--- src/rtl/ad7265_emu_if.sv ---
// ----------------------------------------------------------------------------
// ad7265_emu_if -- serial-side bus between an AD7265 master and the emulator.
//
// Signals:
//   adc_sclk  master -> adc  serial clock (idles high)
//   adc_ncs   master -> adc  active-low chip select
//   adc_addr  master -> adc  3-bit mux address, valid before adc_ncs falls
//   adc_rng   master -> adc  range select
//   adc_a     adc -> master  serial data, channel A
//   adc_b     adc -> master  serial data, channel B
//   adc_oe    adc -> master  pad output enable for adc_a/adc_b
//
// Modports: master (drives sclk/ncs/addr/rng), slave (drives a/b/oe).
// ----------------------------------------------------------------------------
interface ad7265_emu_if;
  logic       adc_sclk;
  logic       adc_ncs;
  logic [2:0] adc_addr;
  logic       adc_rng;
  logic       adc_a;
  logic       adc_b;
  logic       adc_oe;

  modport master (
    output adc_sclk, adc_ncs, adc_addr, adc_rng,
    input  adc_a, adc_b, adc_oe
  );

  modport slave (
    input  adc_sclk, adc_ncs, adc_addr, adc_rng,
    output adc_a, adc_b, adc_oe
  );
endinterface

--- src/rtl/ad7265_emu.sv ---
// ----------------------------------------------------------------------------
// ad7265_emu -- emulates the serial side of an AD7265 dual ADC so an AD7265
// master can run in loopback / hardware-in-the-loop.
//
// The host loads two 8x12 sample banks (A, B). Each chip-select frame from the
// master captures slot [adc_addr] of both banks into 14-bit shift registers
// ({2'b00, sample}) that are shifted out MSB first on adc_sclk falling edges.
//
// Parameters:
//   SYNC_STAGES  synchroniser depth for adc_sclk/adc_ncs/adc_addr/adc_rng,
//                legal values 2..4. The master must hold every sclk half
//                period and every ncs high time for >= SYNC_STAGES+2 clks.
//
// Ports:
//   clk, rst_n   system clock, asynchronous active-low reset
//   wr_en        host write strobe (one cycle per write)
//   wr_sel       bank select, 0 = A, 1 = B
//   wr_addr      slot index 0..7
//   wr_data      12-bit sample
//   short_clr    clears short_frame
//   frame_cnt    count of completed frames (wraps)
//   short_frame  sticky: a frame ended before all bits were shifted
//   bus          ad7265_emu_if.slave serial bus
//
// Build option:
//   AD7265_EMU_RNG_EN  when defined, a latched adc_rng = 1 halves the captured
//                      sample ({1'b0, sample[11:1]}), emulating the 2xVREF
//                      range. Undefined: adc_rng is ignored.
// ----------------------------------------------------------------------------
module ad7265_emu #(
  parameter int SYNC_STAGES = 2
) (
  input  logic        clk,
  input  logic        rst_n,
  input  logic        wr_en,
  input  logic        wr_sel,
  input  logic [2:0]  wr_addr,
  input  logic [11:0] wr_data,
  input  logic        short_clr,
  output logic [15:0] frame_cnt,
  output logic        short_frame,
  ad7265_emu_if.slave bus
);

  typedef enum logic [1:0] {S_IDLE, S_SHIFT, S_TRAIL} state_t;

  // Synchroniser: one 6-bit word per stage, {rng, addr[2:0], ncs, sclk}.
  logic [5:0]  r_sync [SYNC_STAGES];
  logic [5:0]  w_raw;
  logic [5:0]  w_sync;
  logic        w_sclk_s, w_ncs_s, w_rng_s;
  logic [2:0]  w_addr_s;
  logic        r_sclk_d, r_ncs_d;
  logic        w_sclk_fall, w_ncs_fall, w_ncs_rise;

  logic [11:0] r_bank_a [8];
  logic [11:0] r_bank_b [8];
  logic [11:0] w_cap_a, w_cap_b;

  state_t      r_state, w_state_nxt;
  logic [13:0] r_sh_a, r_sh_b;
  logic [3:0]  r_bit_cnt;
  logic [15:0] r_frame_cnt;
  logic        r_short;
  logic        w_load, w_shift, w_done, w_short;
  logic        w_oe;

  assign w_raw = {bus.adc_rng, bus.adc_addr, bus.adc_ncs, bus.adc_sclk};

  // NOTE: sequential state uses non-blocking assignments so every flop samples
  // the pre-edge value of its neighbour; blocking here would collapse the chain.
  always_ff @(posedge clk or negedge rst_n) begin
    if (!rst_n) begin
      for (int i = 0; i < SYNC_STAGES; i++) r_sync[i] <= '0;
      r_sclk_d <= 1'b0;
      r_ncs_d  <= 1'b0;
    end else begin
      r_sync[0] <= w_raw;
      for (int i = 1; i < SYNC_STAGES; i++) r_sync[i] <= r_sync[i-1];
      r_sclk_d <= w_sclk_s;
      r_ncs_d  <= w_ncs_s;
    end
  end

  assign w_sync      = r_sync[SYNC_STAGES-1];
  assign w_sclk_s    = w_sync[0];
  assign w_ncs_s     = w_sync[1];
  assign w_addr_s    = w_sync[4:2];
  assign w_rng_s     = w_sync[5];
  // ncs resets low in the synchroniser, so a frame already open when reset
  // releases produces no falling edge until ncs has been seen high again.
  assign w_sclk_fall = r_sclk_d & ~w_sclk_s;
  assign w_ncs_fall  = r_ncs_d & ~w_ncs_s;
  assign w_ncs_rise  = ~r_ncs_d & w_ncs_s;

  // NOTE: the banks are small register arrays, so they take the reset like
  // any other flop; a RAM macro would need an explicit clear sequence instead.
  always_ff @(posedge clk or negedge rst_n) begin
    if (!rst_n) begin
      for (int i = 0; i < 8; i++) begin
        r_bank_a[i] <= '0;
        r_bank_b[i] <= '0;
      end
    end else if (wr_en) begin
      if (wr_sel) r_bank_b[wr_addr] <= wr_data;
      else        r_bank_a[wr_addr] <= wr_data;
    end
  end

  // Capture reads the pre-edge bank contents, so a write landing on the
  // capture edge only shows up in the following frame.
`ifdef AD7265_EMU_RNG_EN
  assign w_cap_a = w_rng_s ? {1'b0, r_bank_a[w_addr_s][11:1]} : r_bank_a[w_addr_s];
  assign w_cap_b = w_rng_s ? {1'b0, r_bank_b[w_addr_s][11:1]} : r_bank_b[w_addr_s];
`else
  logic w_unused_rng;
  assign w_unused_rng = w_rng_s;
  assign w_cap_a      = r_bank_a[w_addr_s];
  assign w_cap_b      = r_bank_b[w_addr_s];
`endif

  always_ff @(posedge clk or negedge rst_n) begin
    if (!rst_n) r_state <= S_IDLE;
    else        r_state <= w_state_nxt;
  end

  // NOTE: every output of this block gets a default first, so no path through
  // the case statement can leave a signal unassigned and infer a latch.
  always_comb begin
    w_state_nxt = r_state;
    w_load      = 1'b0;
    w_shift     = 1'b0;
    w_done      = 1'b0;
    w_short     = 1'b0;
    case (r_state)
      S_IDLE: begin
        if (w_ncs_fall) begin
          w_state_nxt = S_SHIFT;
          w_load      = 1'b1;
        end
      end
      S_SHIFT: begin
        if (w_ncs_rise) begin
          w_state_nxt = S_IDLE;
          w_short     = 1'b1;
        end else if (w_sclk_fall) begin
          w_shift = 1'b1;
          if (r_bit_cnt == 4'd12) w_state_nxt = S_TRAIL;
        end
      end
      S_TRAIL: begin
        if (w_ncs_rise) begin
          w_state_nxt = S_IDLE;
          w_done      = 1'b1;
        end else if (w_sclk_fall) begin
          // Register is already zero below bit 13, so shifting drives 0.
          w_shift = 1'b1;
        end
      end
      default: w_state_nxt = S_IDLE;
    endcase
  end

  always_ff @(posedge clk or negedge rst_n) begin
    if (!rst_n) begin
      r_sh_a      <= '0;
      r_sh_b      <= '0;
      r_bit_cnt   <= '0;
      r_frame_cnt <= '0;
      r_short     <= 1'b0;
    end else begin
      if (w_load) begin
        r_sh_a    <= {2'b00, w_cap_a};
        r_sh_b    <= {2'b00, w_cap_b};
        r_bit_cnt <= '0;
      end else if (w_shift) begin
        r_sh_a <= {r_sh_a[12:0], 1'b0};
        r_sh_b <= {r_sh_b[12:0], 1'b0};
        if (r_state == S_SHIFT) r_bit_cnt <= r_bit_cnt + 4'd1;
      end
      if (w_done) r_frame_cnt <= r_frame_cnt + 16'd1;
      // A new short frame wins over a simultaneous clear.
      r_short <= w_short | (r_short & ~short_clr);
    end
  end

  // Outputs come straight from the state register and shift MSBs; gating with
  // oe keeps the data lines at 0 in IDLE whatever the shift registers hold.
  assign w_oe        = (r_state != S_IDLE);
  assign bus.adc_oe  = w_oe;
  assign bus.adc_a   = r_sh_a[13] & w_oe;
  assign bus.adc_b   = r_sh_b[13] & w_oe;
  assign frame_cnt   = r_frame_cnt;
  assign short_frame = r_short;

endmodule

--- src/flat_wrapper.sv ---
// flat-port wrapper written by rule: the top's interface ports become plain ports
module ad7265_emu_flat 
#(
  parameter int SYNC_STAGES = 2
)
  (clk, rst_n, wr_en, wr_sel, wr_addr, wr_data, short_clr, frame_cnt, short_frame, bus_adc_sclk, bus_adc_ncs, bus_adc_addr, bus_adc_rng, bus_adc_a, bus_adc_b, bus_adc_oe);
  ad7265_emu_if bus_i ();
  input  logic clk;
  input  logic rst_n;
  input  logic wr_en;
  input  logic wr_sel;
  input  logic [2:0] wr_addr;
  input  logic [11:0] wr_data;
  input  logic short_clr;
  output logic [15:0] frame_cnt;
  output logic short_frame;
  input wire logic [$bits(bus_i.adc_sclk)-1:0] bus_adc_sclk;
  input wire logic [$bits(bus_i.adc_ncs)-1:0] bus_adc_ncs;
  input wire logic [$bits(bus_i.adc_addr)-1:0] bus_adc_addr;
  input wire logic [$bits(bus_i.adc_rng)-1:0] bus_adc_rng;
  output wire logic [$bits(bus_i.adc_a)-1:0] bus_adc_a;
  output wire logic [$bits(bus_i.adc_b)-1:0] bus_adc_b;
  output wire logic [$bits(bus_i.adc_oe)-1:0] bus_adc_oe;
  assign bus_i.adc_sclk = bus_adc_sclk;
  assign bus_i.adc_ncs = bus_adc_ncs;
  assign bus_i.adc_addr = bus_adc_addr;
  assign bus_i.adc_rng = bus_adc_rng;
  assign bus_adc_a = bus_i.adc_a;
  assign bus_adc_b = bus_i.adc_b;
  assign bus_adc_oe = bus_i.adc_oe;
  ad7265_emu #(.SYNC_STAGES(SYNC_STAGES)) u_core (.clk(clk), .rst_n(rst_n), .wr_en(wr_en), .wr_sel(wr_sel), .wr_addr(wr_addr), .wr_data(wr_data), .short_clr(short_clr), .frame_cnt(frame_cnt), .short_frame(short_frame), .bus(bus_i));
endmodule
--- config.mk ---
export PLATFORM = sky130hd
export DESIGN_NAME = ad7265_emu_flat
export DESIGN_NICKNAME = d
export VERILOG_FILES = /design/src/rtl/ad7265_emu_if.sv /design/src/rtl/ad7265_emu.sv /design/src/flat_wrapper.sv
export SDC_FILE = /design/constraint.sdc
export NUM_CORES = 1
export LEC_CHECK = 0
export ABC_AREA = 1
export CORE_MARGIN = 3
export CORE_UTILIZATION = 40
export DETAILED_ROUTE_END_ITERATION = 12
export PLACE_DENSITY = 0.57
export REMOVE_ABC_BUFFERS = 1
export SYNTH_ARGS = -nofsm -noshare
export SYNTH_HDL_FRONTEND = slang
export SYNTH_SLANG_ARGS = --single-unit
--- constraint.sdc ---
create_clock -name clk -period 4.2 [get_ports clk]
set_clock_uncertainty 0.05 [all_clocks]
set_input_delay 0.84 -clock clk [delete_from_list [all_inputs] [get_ports clk]]
set_output_delay 0.84 -clock clk [all_outputs]
set_load 0.01 [all_outputs]
Word-level counts from Yosys, hierarchy flattened
Index checks and enable logic that the tools add are counted.
{"block": "word_totals", "in_bits": 26, "elab_cells": 93, "out_inout_bits": 20, "reg_bits": 255}
{"block": "classes", "n_addsub": 2, "reduce_logical": 10, "n_lt_le_gt_ge": 3, "muxes": 31, "n_bitwise": 14, "n_eq_ne": 7}
{"operator": "bitwise mux 96 bit", "count": 2}
{"operator": "binary-select mux 12 bit (select 3 bit)", "count": 2}
{"operator": "two-way mux 12 bit", "count": 5}
{"operator": "two-way mux 14 bit", "count": 4}
{"operator": "demux 12 bit (select 3 bit)", "count": 1}
{"operator": "adder 16 x 1 -> 16 bit, second input constant", "count": 1}
{"operator": "two-way mux 4 bit", "count": 3}
{"operator": "two-way mux 2 bit", "count": 5}
{"operator": "greater-or-equal comparator 4 bit, second input constant", "count": 2}
{"operator": "two-way mux 1 bit", "count": 8}
{"operator": "NOT 3 -> 4 bit", "count": 2}
{"operator": "AND 1 bit", "count": 6}
{"operator": "inequality test 3 x 1 -> 1 bit, second input constant", "count": 2}
{"operator": "case mux 2 bit (3 select lines)", "count": 1}
{"operator": "AND reduction 2 bit", "count": 3}
{"operator": "nonzero test 2 bit", "count": 3}
{"operator": "NOT 1 bit", "count": 5}
{"operator": "adder 4 x 1 -> 4 bit, second input constant", "count": 1}
{"operator": "== test 4 bit, second input constant", "count": 1}
{"operator": "< comparator 4 x 1 -> 1 bit, second input constant", "count": 1}
{"operator": "inequality test 2 x 1 -> 1 bit, second input constant", "count": 2}
{"operator": "AND reduction 4 bit", "count": 1}
{"operator": "== test 2 x 1 -> 1 bit, second input constant", "count": 1}
{"operator": "== test 2 bit, second input constant", "count": 1}
{"operator": "4 further kinds", "count": 4}

Longest topological paths before layout
{"block": "logic_depth", "depth_word": 7, "depth_mapped": 9, "mapped_depth_nobuf": 9}

Worst setup path before layout
Ideal clock, no wire load.
{"block": "synth_timing", "path_kind": "input to register", "startpoint": "input port wr_addr[0]", "endpoint": "register u_core.r_bank_b[10] (netlist bit)", "setup_ns": 0.126, "path_stages": 5, "required_time_ns": 4.024, "n_path_buf": 2, "t_arrival_ns": 1.660, "slack_ns": 2.364, "path_cell_list": "buf_4 inv_1 nor4_4 clkbuf_2 o21ai_0"}
{"block": "synth_via", "elab_chain_len": 6, "word_cells_on_any_way": 7, "cone_classes": "order compare (2); mux (3); bitwise (1); reduce/logical (1)"}
{"element": "from (decl)", "line_no": "flat_wrapper.sv:12", "rtl": "input logic [2:0] wr_addr;"}
{"element": "NOT 3 -> 4 bit (implied by the code) *", "line_no": "ad7265_emu.sv:105", "rtl": "if (wr_sel) r_bank_b[wr_addr] <= wr_data;"}
{"element": "greater-or-equal comparator 4 bit (implied by the code) or < comparator 4 x 1 -> 1 bit (tied branches)", "line_no": "ad7265_emu.sv:105"}
{"element": "logical AND 1 bit (implied by the code)", "line_no": "ad7265_emu.sv:105"}
{"element": "two-way mux 12 bit (implied by the code)", "line_no": "ad7265_emu.sv:105"}
{"element": "demux 12 bit (select 3 bit) *", "line_no": "ad7265_emu.sv:105"}
{"element": "bitwise mux 96 bit *", "line_no": "ad7265_emu.sv:105"}
{"element": "to (signal, indexed assignment)", "line_no": "ad7265_emu.sv:105"}
{"element": "to (decl)", "line_no": "ad7265_emu.sv:57", "rtl": "logic [11:0] r_bank_b [8];"}
Every way passes the cells marked *; elsewhere a longest branch is shown, timed or not.
A chain may end at the register's enable or synchronous reset.

Worst setup path in the final report
{"block": "layout_timing", "startpoint": "register u_core.r_state[0]", "endpoint": "output port bus_adc_b"}
{"block": "layout_via", "elab_chain_len": 2}
{"element": "from (decl)", "line_no": "ad7265_emu.sv:60", "rtl": "state_t r_state, w_state_nxt;"}
{"element": "from (signal assigned)", "line_no": "ad7265_emu.sv:124", "rtl": "else r_state <= w_state_nxt;"}
{"element": "nonzero test 2 bit", "line_no": "ad7265_emu.sv:189", "rtl": "assign w_oe = (r_state != S_IDLE);"}
{"element": "AND 1 bit", "line_no": "ad7265_emu.sv:192", "rtl": "assign bus.adc_b = r_sh_b[13] & w_oe;"}
{"element": "to (decl)", "line_no": "flat_wrapper.sv:22", "rtl": "output wire logic [$bits(bus_i.adc_b)-1:0] bus_adc_b;"}
Every way passes these cells.

==> results.ini <==
[sta]
drv_slew = 0
fmax_mhz = 346
fin_crit_sh_pct = 68.8
holdWs_ns = 0.266
final_hold_viol_count = 0
max_slew.worst_pin.slew_ns = 1.20
relSlewSlack_pct = 20.2
fin_tns_setup_ns = 0
rsz0062_at_grt = false
setup_viol_count_final = 0
min_period_ns = 2.89

[clock_tree]
postCtsSetupBuffers = 0
hold_buffers = 0
clk_pin_slew_ns = 0.06
cts_tree = built
cts_max_path_buffers = 3
cts.sinks = 255
clk_latency_ns = 0.54
numCtsBuffers = 29
cts_resized = 0
cts-root-buf = clkbuf_16
htree_levels = 1

[detailed_routing]
drc = 0
firstDrtPassIters = 5
vias_per_cell = 4.96
drtIter0Drc = 890
via_count = 9845
ant_nets = 0
wl_mm = 31.7
wire_per_inst_um = 16.0

[pwr]
peakVddDrop_mv = 0.325
powerDensity_mw_per_mm2 = 518
power.leakage_nw = 6.78

[yosys]
ys_seq_area_share_pct = 52.4
ys_ff_latch = 255
syn_avg_cell_area_um2 = 7.73
synth.distinct_cells = 30
syn_area_mm2 = 0.0122
synth-warning-count = 0
syn_inst = 1575

[cells_and_area]
final_common_cell = nand2_1
syn2layout_area_growth_pct = 12.9
final_cell_mix = 470 x nand2_1, 254 x dfrtp_1, 230 x o21ai_0, 204 x inv_1, 146 x nand3_1
n_fill_cell = 3063
fin_area_mm2 = 0.0137
final_cells = 1983
drive_above_1_share_pct = 6.09
n_antenna_cell = 0
nets = 1610

[grt]
grt_pass1_wl_mm = 51.7
grt_max_degree = 111
grt_usage_pct = 19.6
first_global_vias = 9246
grt_overflow = 0
antenna_found_initial = 0

[critical_path]
crit_path_end_kind = output pin
cp.arrival_ns = 2.00
cp-start-kind = flip-flop
cp_cell_sequence = inv_1, ha_1, nor2_1, clkdlybuf4s50_1
r2r_cells = 7
critPathRequiredTime_ns = 3.31
slowest_delay_ns = 0.55
slowest_stage = clkdlybuf4s50_1
cp_max_fo = 6
criticalPathCategory = flip-flop to output pin

[placed_design]
gp_congestion = 0.779
dp_hpwl_mm = 18.5
dp_cells = 1936
post_dp_cell_area_mm2 = 0.0129
port_buffers = 44

[hold_path]
min_path_type = input port to async pin

[floorplanning]
die_y_um = 180
dieArea_mm2 = 0.0326
core_mm2 = 0.0298
rows = 63
io_pins = 46
start_util_pct = 40.9
die_w_um = 180

[run_status]
status = complete, no violations

[job]
drv_cap = 0

-- synthesized netlist by cell type (all sizes together) --
cell | count | area share [%]
o211ai | 3 | 0.18
nor3b | 1 | 0.062
clkbuf | 49 | 1.6
nand4 | 4 | 0.21
nand3 | 150 | 6.3
xor2 | 5 | 0.36
nor4 | 1 | 0.17
dfrtp | 255 | 52
o22ai | 1 | 0.051
a21oi | 29 | 1.2
buf | 44 | 1.8
nor2 | 85 | 2.8
xnor2 | 5 | 0.36
o21ai | 233 | 9.6
inv | 209 | 6.4
ha | 7 | 0.72
nand3b | 2 | 0.12
nand2 | 472 | 15
or2 | 16 | 0.82
nor3 | 4 | 0.21
-- final cells by class --
class                   instances  area [um^2]  area share, %
flip-flops and latches        255         6380           46.5
multi-input cells            1018         4600           33.5
clock buffers                  42          835           6.07
inverters                     209          785           5.71
repair buffers                 64          621           4.52
well taps                     390          488           3.55
clock inverters                 5         28.8          0.209
-- kinds of logic (layout without fill, tap and decap cells) --
family,Yosys count,after routing,synth area share [%]
AO/OA/AOI/OAI,266,266,11.0
XOR/XNOR,10,10,0.719
adder cells (fa/ha/maj),7,7,0.719
buffers and inverters,302,320,9.79
flip-flops,255,255,52.4
AND/OR/NAND/NOR,735,735,25.3
-- metal layers --
layer  global-route usage [%]  vias to the layer above  part of all wire [%]
met3                     2.18                       49                   4.5
met1                     27.5                     4656                    47
met4                     5.62                        0                   2.4
met2                     32.2                      226                    46
li1                         -                     4914                     -
met5                        0                        -                     0
-- path summary, 6_finish.rpt --
check / startpoint / to / slack, ns
min in group clk: u_core.r_sync[8] / u_core.w_sync[2] / 0.30
hold reg to reg: u_core.r_sync[8] / u_core.w_sync[2] / 0.30
setup reg to reg: u_core.r_state[1] / u_core.r_bit_cnt[0] / 1.92
setup / recovery: u_core.r_state[0] / bus_adc_b / 1.31
hold / removal: rst_n / u_core.r_bank_b[19] / 0.27
max in group asynchronous: rst_n / u_core.w_sync[2] / 2.85
-- metrics by stage --
stage	power (mW)	util [%]	setup slack (ns)
global placement	4.78	43.2	1.18
CTS	7.19	46.1	1.28
floorplan	4.33	-	0.254
detailed placement	4.83	43.2	1.09
finish	7.11	46.1	1.31
global route	7.63	46.1	1.21
-- worst max-delay path, delay by kind of cell, from the launching register on --
family	cells	cell delay [ns]
adders and majority gates	1	0.28
buffers and inverters	2	0.63
DFF	1	0.40
and+or+nand+nor	1	0.16
-- report_power, final --
part / leakage [nW] / internal (mW) / total [mW] / switching [mW]
clock network: 0.429 / 1.36 / 2.33 / 0.972
logic: 3.19 / 0.584 / 1.52 / 0.935
registers: 3.16 / 3.02 / 3.26 / 0.238
-- registers in the layout, indices dropped and copies added (netlist names) --
register / flops
u_core.frame_cnt: 16
u_core.r_bank_a: 96
u_core.r_bank_b: 96
u_core.r_bit_cnt: 4
u_core.r_ncs_d: 1
u_core.r_sclk_d: 1
u_core.r_sh_a: 14
u_core.r_sh_b: 14
u_core.r_state: 2
u_core.r_sync: 5
u_core.short_frame: 1
u_core.w_sync: 5
Note: power is estimated with default switching activity, not from simulation.
